**src/rtl/branch_resolve_unit_if.sv**
```systemverilog
// Execute-to-fetch branch link: branch op in, registered redirect result out.
interface branch_resolve_unit_if #(
  parameter int XLEN = 32
);
  logic            in_valid;
  logic            in_ready;
  logic [2:0]      in_funct3;
  logic            in_zero;
  logic            in_carry;
  logic            in_negative;
  logic            in_overflow;
  logic [XLEN-1:0] in_pc;
  logic [XLEN-1:0] in_imm;
  logic            in_pred_taken;
  logic            out_valid;
  logic            out_ready;
  logic            out_taken;
  logic [XLEN-1:0] out_target;
  logic            out_redirect;
  logic [XLEN-1:0] out_redirect_pc;
  logic            out_illegal;

  modport master (
    output in_valid, in_funct3, in_zero, in_carry, in_negative, in_overflow,
           in_pc, in_imm, in_pred_taken, out_ready,
    input  in_ready, out_valid, out_taken, out_target, out_redirect,
           out_redirect_pc, out_illegal
  );

  modport slave (
    input  in_valid, in_funct3, in_zero, in_carry, in_negative, in_overflow,
           in_pc, in_imm, in_pred_taken, out_ready,
    output in_ready, out_valid, out_taken, out_target, out_redirect,
           out_redirect_pc, out_illegal
  );
endinterface

```
**src/rtl/branch_resolve_unit.sv**
```systemverilog
// Resolves RV32 conditional branches from SUB flags; registered redirect
// to fetch over valid/ready, plus saturating branch/mispredict counters.
module branch_resolve_unit #(
  parameter int XLEN  = 32,
  parameter int CNT_W = 16
) (
  input  logic             clk,
  input  logic             rst_n,
  input  logic             flush,
  input  logic             cnt_clr,
  branch_resolve_unit_if.slave bus,
  output logic [CNT_W-1:0] cnt_branches,
  output logic [CNT_W-1:0] cnt_mispredicts
);

  logic            valid_q, valid_d;
  logic            taken_q, taken_d;
  logic [XLEN-1:0] target_q, target_d;
  logic            redirect_q, redirect_d;
  logic [XLEN-1:0] rpc_q, rpc_d;
  logic            illegal_q, illegal_d;
  logic [CNT_W-1:0] cnt_br_q, cnt_br_d;
  logic [CNT_W-1:0] cnt_mp_q, cnt_mp_d;
  logic            in_ready;
  logic            accept;

  assign in_ready = !valid_q || bus.out_ready;
  assign accept   = bus.in_valid && in_ready && !flush;

  always_comb begin
    taken_d   = 1'b0;
    illegal_d = 1'b0;
    case (bus.in_funct3)
      3'b000:  taken_d = bus.in_zero;
      3'b001:  taken_d = !bus.in_zero;
      3'b100:  taken_d = bus.in_negative ^ bus.in_overflow;
      3'b101:  taken_d = !(bus.in_negative ^ bus.in_overflow);
      3'b110:  taken_d = bus.in_carry;
      3'b111:  taken_d = !bus.in_carry;
      default: illegal_d = 1'b1;
    endcase
    target_d   = bus.in_pc + bus.in_imm;
    // Illegal ops resolve not-taken, so redirect reduces to the prediction.
    redirect_d = taken_d ^ bus.in_pred_taken;
    rpc_d      = taken_d ? target_d : bus.in_pc + XLEN'(4);
  end

  always_comb begin
    valid_d = valid_q;
    if (flush)               valid_d = 1'b0;
    else if (accept)         valid_d = 1'b1;
    else if (bus.out_ready)  valid_d = 1'b0;

    cnt_br_d = cnt_br_q;
    cnt_mp_d = cnt_mp_q;
    if (cnt_clr) begin
      cnt_br_d = '0;
      cnt_mp_d = '0;
    end else if (accept) begin
      if (cnt_br_q != '1)              cnt_br_d = cnt_br_q + 1'b1;
      if (redirect_d && cnt_mp_q != '1) cnt_mp_d = cnt_mp_q + 1'b1;
    end
  end

  always_ff @(posedge clk or negedge rst_n) begin
    if (!rst_n) begin
      valid_q    <= 1'b0;
      taken_q    <= 1'b0;
      target_q   <= '0;
      redirect_q <= 1'b0;
      rpc_q      <= '0;
      illegal_q  <= 1'b0;
      cnt_br_q   <= '0;
      cnt_mp_q   <= '0;
    end else begin
      valid_q  <= valid_d;
      cnt_br_q <= cnt_br_d;
      cnt_mp_q <= cnt_mp_d;
      if (accept) begin
        taken_q    <= taken_d;
        target_q   <= target_d;
        redirect_q <= redirect_d;
        rpc_q      <= rpc_d;
        illegal_q  <= illegal_d;
      end
    end
  end

  assign bus.in_ready        = in_ready;
  assign bus.out_valid       = valid_q;
  assign bus.out_taken       = taken_q;
  assign bus.out_target      = target_q;
  assign bus.out_redirect    = redirect_q;
  assign bus.out_redirect_pc = rpc_q;
  assign bus.out_illegal     = illegal_q;
  assign cnt_branches        = cnt_br_q;
  assign cnt_mispredicts     = cnt_mp_q;

endmodule

```
**src/flat_wrapper.sv**
```systemverilog
// flat-port wrapper written by rule: the top's interface ports become plain ports
module branch_resolve_unit_flat 
#(
  parameter int XLEN  = 32,
  parameter int CNT_W = 16
)
  (clk, rst_n, flush, cnt_clr, cnt_branches, cnt_mispredicts, bus_in_valid, bus_in_funct3, bus_in_zero, bus_in_carry, bus_in_negative, bus_in_overflow, bus_in_pc, bus_in_imm, bus_in_pred_taken, bus_out_ready, bus_in_ready, bus_out_valid, bus_out_taken, bus_out_target, bus_out_redirect, bus_out_redirect_pc, bus_out_illegal);
  branch_resolve_unit_if #(.XLEN(XLEN)) bus_i ();
  input  logic clk;
  input  logic rst_n;
  input  logic flush;
  input  logic cnt_clr;
  output logic [CNT_W-1:0] cnt_branches;
  output logic [CNT_W-1:0] cnt_mispredicts;
  input wire logic [$bits(bus_i.in_valid)-1:0] bus_in_valid;
  input wire logic [$bits(bus_i.in_funct3)-1:0] bus_in_funct3;
  input wire logic [$bits(bus_i.in_zero)-1:0] bus_in_zero;
  input wire logic [$bits(bus_i.in_carry)-1:0] bus_in_carry;
  input wire logic [$bits(bus_i.in_negative)-1:0] bus_in_negative;
  input wire logic [$bits(bus_i.in_overflow)-1:0] bus_in_overflow;
  input wire logic [$bits(bus_i.in_pc)-1:0] bus_in_pc;
  input wire logic [$bits(bus_i.in_imm)-1:0] bus_in_imm;
  input wire logic [$bits(bus_i.in_pred_taken)-1:0] bus_in_pred_taken;
  input wire logic [$bits(bus_i.out_ready)-1:0] bus_out_ready;
  output wire logic [$bits(bus_i.in_ready)-1:0] bus_in_ready;
  output wire logic [$bits(bus_i.out_valid)-1:0] bus_out_valid;
  output wire logic [$bits(bus_i.out_taken)-1:0] bus_out_taken;
  output wire logic [$bits(bus_i.out_target)-1:0] bus_out_target;
  output wire logic [$bits(bus_i.out_redirect)-1:0] bus_out_redirect;
  output wire logic [$bits(bus_i.out_redirect_pc)-1:0] bus_out_redirect_pc;
  output wire logic [$bits(bus_i.out_illegal)-1:0] bus_out_illegal;
  assign bus_i.in_valid = bus_in_valid;
  assign bus_i.in_funct3 = bus_in_funct3;
  assign bus_i.in_zero = bus_in_zero;
  assign bus_i.in_carry = bus_in_carry;
  assign bus_i.in_negative = bus_in_negative;
  assign bus_i.in_overflow = bus_in_overflow;
  assign bus_i.in_pc = bus_in_pc;
  assign bus_i.in_imm = bus_in_imm;
  assign bus_i.in_pred_taken = bus_in_pred_taken;
  assign bus_i.out_ready = bus_out_ready;
  assign bus_in_ready = bus_i.in_ready;
  assign bus_out_valid = bus_i.out_valid;
  assign bus_out_taken = bus_i.out_taken;
  assign bus_out_target = bus_i.out_target;
  assign bus_out_redirect = bus_i.out_redirect;
  assign bus_out_redirect_pc = bus_i.out_redirect_pc;
  assign bus_out_illegal = bus_i.out_illegal;
  branch_resolve_unit #(.XLEN(XLEN), .CNT_W(CNT_W)) u_core (.clk(clk), .rst_n(rst_n), .flush(flush), .cnt_clr(cnt_clr), .bus(bus_i), .cnt_branches(cnt_branches), .cnt_mispredicts(cnt_mispredicts));
endmodule
```
**config.mk**
```make
export PLATFORM = sky130hd
export DESIGN_NAME = branch_resolve_unit_flat
export DESIGN_NICKNAME = d
export VERILOG_FILES = /design/src/rtl/branch_resolve_unit_if.sv /design/src/rtl/branch_resolve_unit.sv /design/src/flat_wrapper.sv
export SDC_FILE = /design/constraint.sdc
export NUM_CORES = 1
export LEC_CHECK = 0
export ABC_AREA = 0
export BUFFER_PORTS_ARGS = -buffer_cell sky130_fd_sc_hd__buf_2
export CORE_AREA = 2 2 103 129
export CTS_BUF_LIST = sky130_fd_sc_hd__clkbuf_4 sky130_fd_sc_hd__clkbuf_8 sky130_fd_sc_hd__clkbuf_16
export CTS_CLUSTER_SIZE = 25
export DETAILED_ROUTE_END_ITERATION = 7
export DIE_AREA = 0 0 105 131
export HOLD_SLACK_MARGIN = 0.05
export PLACE_DENSITY = 0.91
export SYNTH_ARGS = -nofsm -noshare
export SYNTH_HDL_FRONTEND = slang
export SYNTH_SLANG_ARGS = --single-unit
```
**constraint.sdc**
```tcl
create_clock -name clk -period 2.65 [get_ports clk]
set_clock_uncertainty 0.15 [all_clocks]
set_input_delay 0.1325 -clock clk [delete_from_list [all_inputs] [get_ports clk]]
set_output_delay 0.1325 -clock clk [all_outputs]
set_load 0.01 [all_outputs]
```
==> out/results.tsv <==
metric	value	unit
status	finished, final reports clean	
area_growth	28.50	%
hold_slack	0.06635	ns
synth-seq-cells	100	
dr_total_vias	6886	
synthesis.nets	891	
power.density	589.4	nW/µm²
cts_htree_levels	3	
grt_overflow	0	
ys_top_cells_by_count	nand2_1, dfrtp_1, nor2_1	
grt_pass1_wl	32.28	mm
routabilityCongestion	0.8848	
fin_area	8534	µm²
async_flop_share	1.000	
yosysUniqueCellTypes	63	
ys_top_cells_by_area	dfrtp_1, xnor2_1, ha_1, nand2_1, o21ai_0	
endpoint_kind	flip-flop	
antenna_found_initial	0	
die_x	105	µm
synth_edf_count	0	
netlist.area_leader.share	0.3768	
core	12550	µm²
worstSkewPairLatency	0.35	ns
power.total	5031	µW
crit_arrival	2.71	ns
rsz0062_at_grt	yes	
antenna_cells	0	
route.detailed.drc	0	
io_buffers	178	
hold_viol	0	
fp.dieH	131	µm
synth.avg_cell_area	8.536	µm²
min_path_type	in2reg	
ys.flop_type	dfrtp_1	
final_antenna_net_count	0	
die_area	13760	µm²
grt_usage	0.2916	
dp.final_hpwl	14.84	mm
drt-vias-per-instance	5.880	
syn_inst	778	
path_max_fanout	6	
drive_gt1_frac	0.2652	
totalWireLength	20.31	mm
place_area	8001	µm²
maxSlewViolCount	0	
cts_tree	yes	
timing.final.crit_share	0.9774	
clk_root_buffer_cell	clkbuf_16	
drt_pass1_iterations	6	
yosysWarnings	0	
yosysMostFrequentCell	nand2_1	
required	2.77	ns
criticalPathCategory	in2reg	
clock_sinks	100	
relSlewSlack	0.5386	
ios	179	
row_count	46	
start_util	0.5293	
clockBufferDepth	2	
setup_viol	0	
drv_cap	0	
synth.cell_area	6641	µm²
grt_pass1_vias	6723	
synth_seq_area_share	0.3768	
crit_path_start_kind	input port	
nNetsFinal	1111	
tightest_slew	0.6848	ns
cts.clk_slew.worst_paths	0.07	ns
ir_drop	0.3632	mV
p_leak	0.004128	µW
finish.utilization	0.6802	
fmax	0.3861	GHz
synth_area_leader_cell	dfrtp_1	
cts_buffers	9	
routedWlPerCell	17.34	µm
min_period	2.590	ns
nFillCells	996	
drtIter0Drc	575	
grt_max_degree	62	
## what timing repair did
item,4_1_cts,5_1_grt
buffers inserted,0,4
endpoints found under the hold margin,47,0
resized for setup,0,10
hold buffers,11,0
endpoints found under the setup margin,0,14
## critical path, stage by stage
cell,delay [ns]
dlygate4sd3_1,0.54
buf_2,0.15
or3b_1,0.34
o32a_1,0.20
buf_4,0.15
nand2_4,0.05
xnor2_1,0.12
or4_4,0.55
or3_1,0.32
a21oi_1,0.15
## placed cells by master, fill, tap and decap left out, drive strengths merged, types with 18 or more instances in the layout
cell	count
buf	227
nand2	113
dfrtp	100
nor2	72
o21ai	62
xnor2	51
a21oi	49
xor2	34
ha	34
nand3	32
inv	25
nor3	18
## registers in the layout, indices dropped and copies added, names as in the netlist
signal	count
u_core.bus.out_illegal	1
u_core.bus.out_redirect	1
u_core.bus.out_redirect_pc	32
u_core.bus.out_taken	1
u_core.bus.out_target	32
u_core.bus.out_valid	1
u_core.cnt_branches	16
u_core.cnt_mispredicts	16
## cells by family after synthesis
logic type,count (synthesis),synth area share
flops,100,0.3768
mux,8,0.01262
simple gates,308,0.2183
fa+ha+maj,35,0.06707
xor+xnor,85,0.1132
compound gates,191,0.1826
buf+inv,51,0.02939
## metrics by stage
stage	instances	setup TNS [ns]	setup slack, ns
6_report	1171	0	0.05977
5_1_grt	1171	-0.08925	-0.04172
3_5_place_dp	1140	-1.638	-0.1859
2_1_floorplan	778	0	0.08692
3_3_place_gp	1140	-0.9075	-0.1203
4_1_cts	1167	0	0.04031
## per-layer routing
layer	up-vias	GRT usage	routed length, µm
met3	72	0.04018	1341
li1	3211	-	-
met5	-	0	0
met2	353	0.5130	10270
met1	3250	0.3511	7950
met4	0	0.1506	750
## layout make-up
cell class | instances | area (µm²) | share of cell area
multi-input combinational | 627 | 3974 | 0.4656
sequential | 100 | 2504 | 0.2934
timing repair buffer | 238 | 1409 | 0.1651
clock buffer | 10 | 239.0 | 0.02800
tap | 168 | 210.2 | 0.02463
clock inverter | 6 | 116.4 | 0.01363
inverter | 22 | 82.58 | 0.009676
## power by group
group | switching (µW) | internal (µW) | total (µW)
sequential | 143 | 1760 | 1900
clock | 620 | 960 | 1580
combinational | 890 | 658 | 1550
total | 1650 | 3380 | 5030
## worst paths after layout
kind,startpoint,end,slack (ns),cells after the start
worst max-delay path,bus_in_funct3[1],u_core.cnt_mispredicts[13],0.06,10
worst min-delay path,bus_in_pc[26],u_core.bus.out_redirect_pc[26],0.07,4
worst max register to register,u_core.cnt_mispredicts[8],u_core.cnt_mispredicts[14],0.18,8
worst min register to register,u_core.bus.out_target[18],u_core.bus.out_target[18],0.33,2
max in group asynchronous,rst_n,u_core.cnt_branches[10],1.46,3
min in group asynchronous,rst_n,u_core.cnt_mispredicts[10],0.15,2
(Power assumes the default switching activity.)
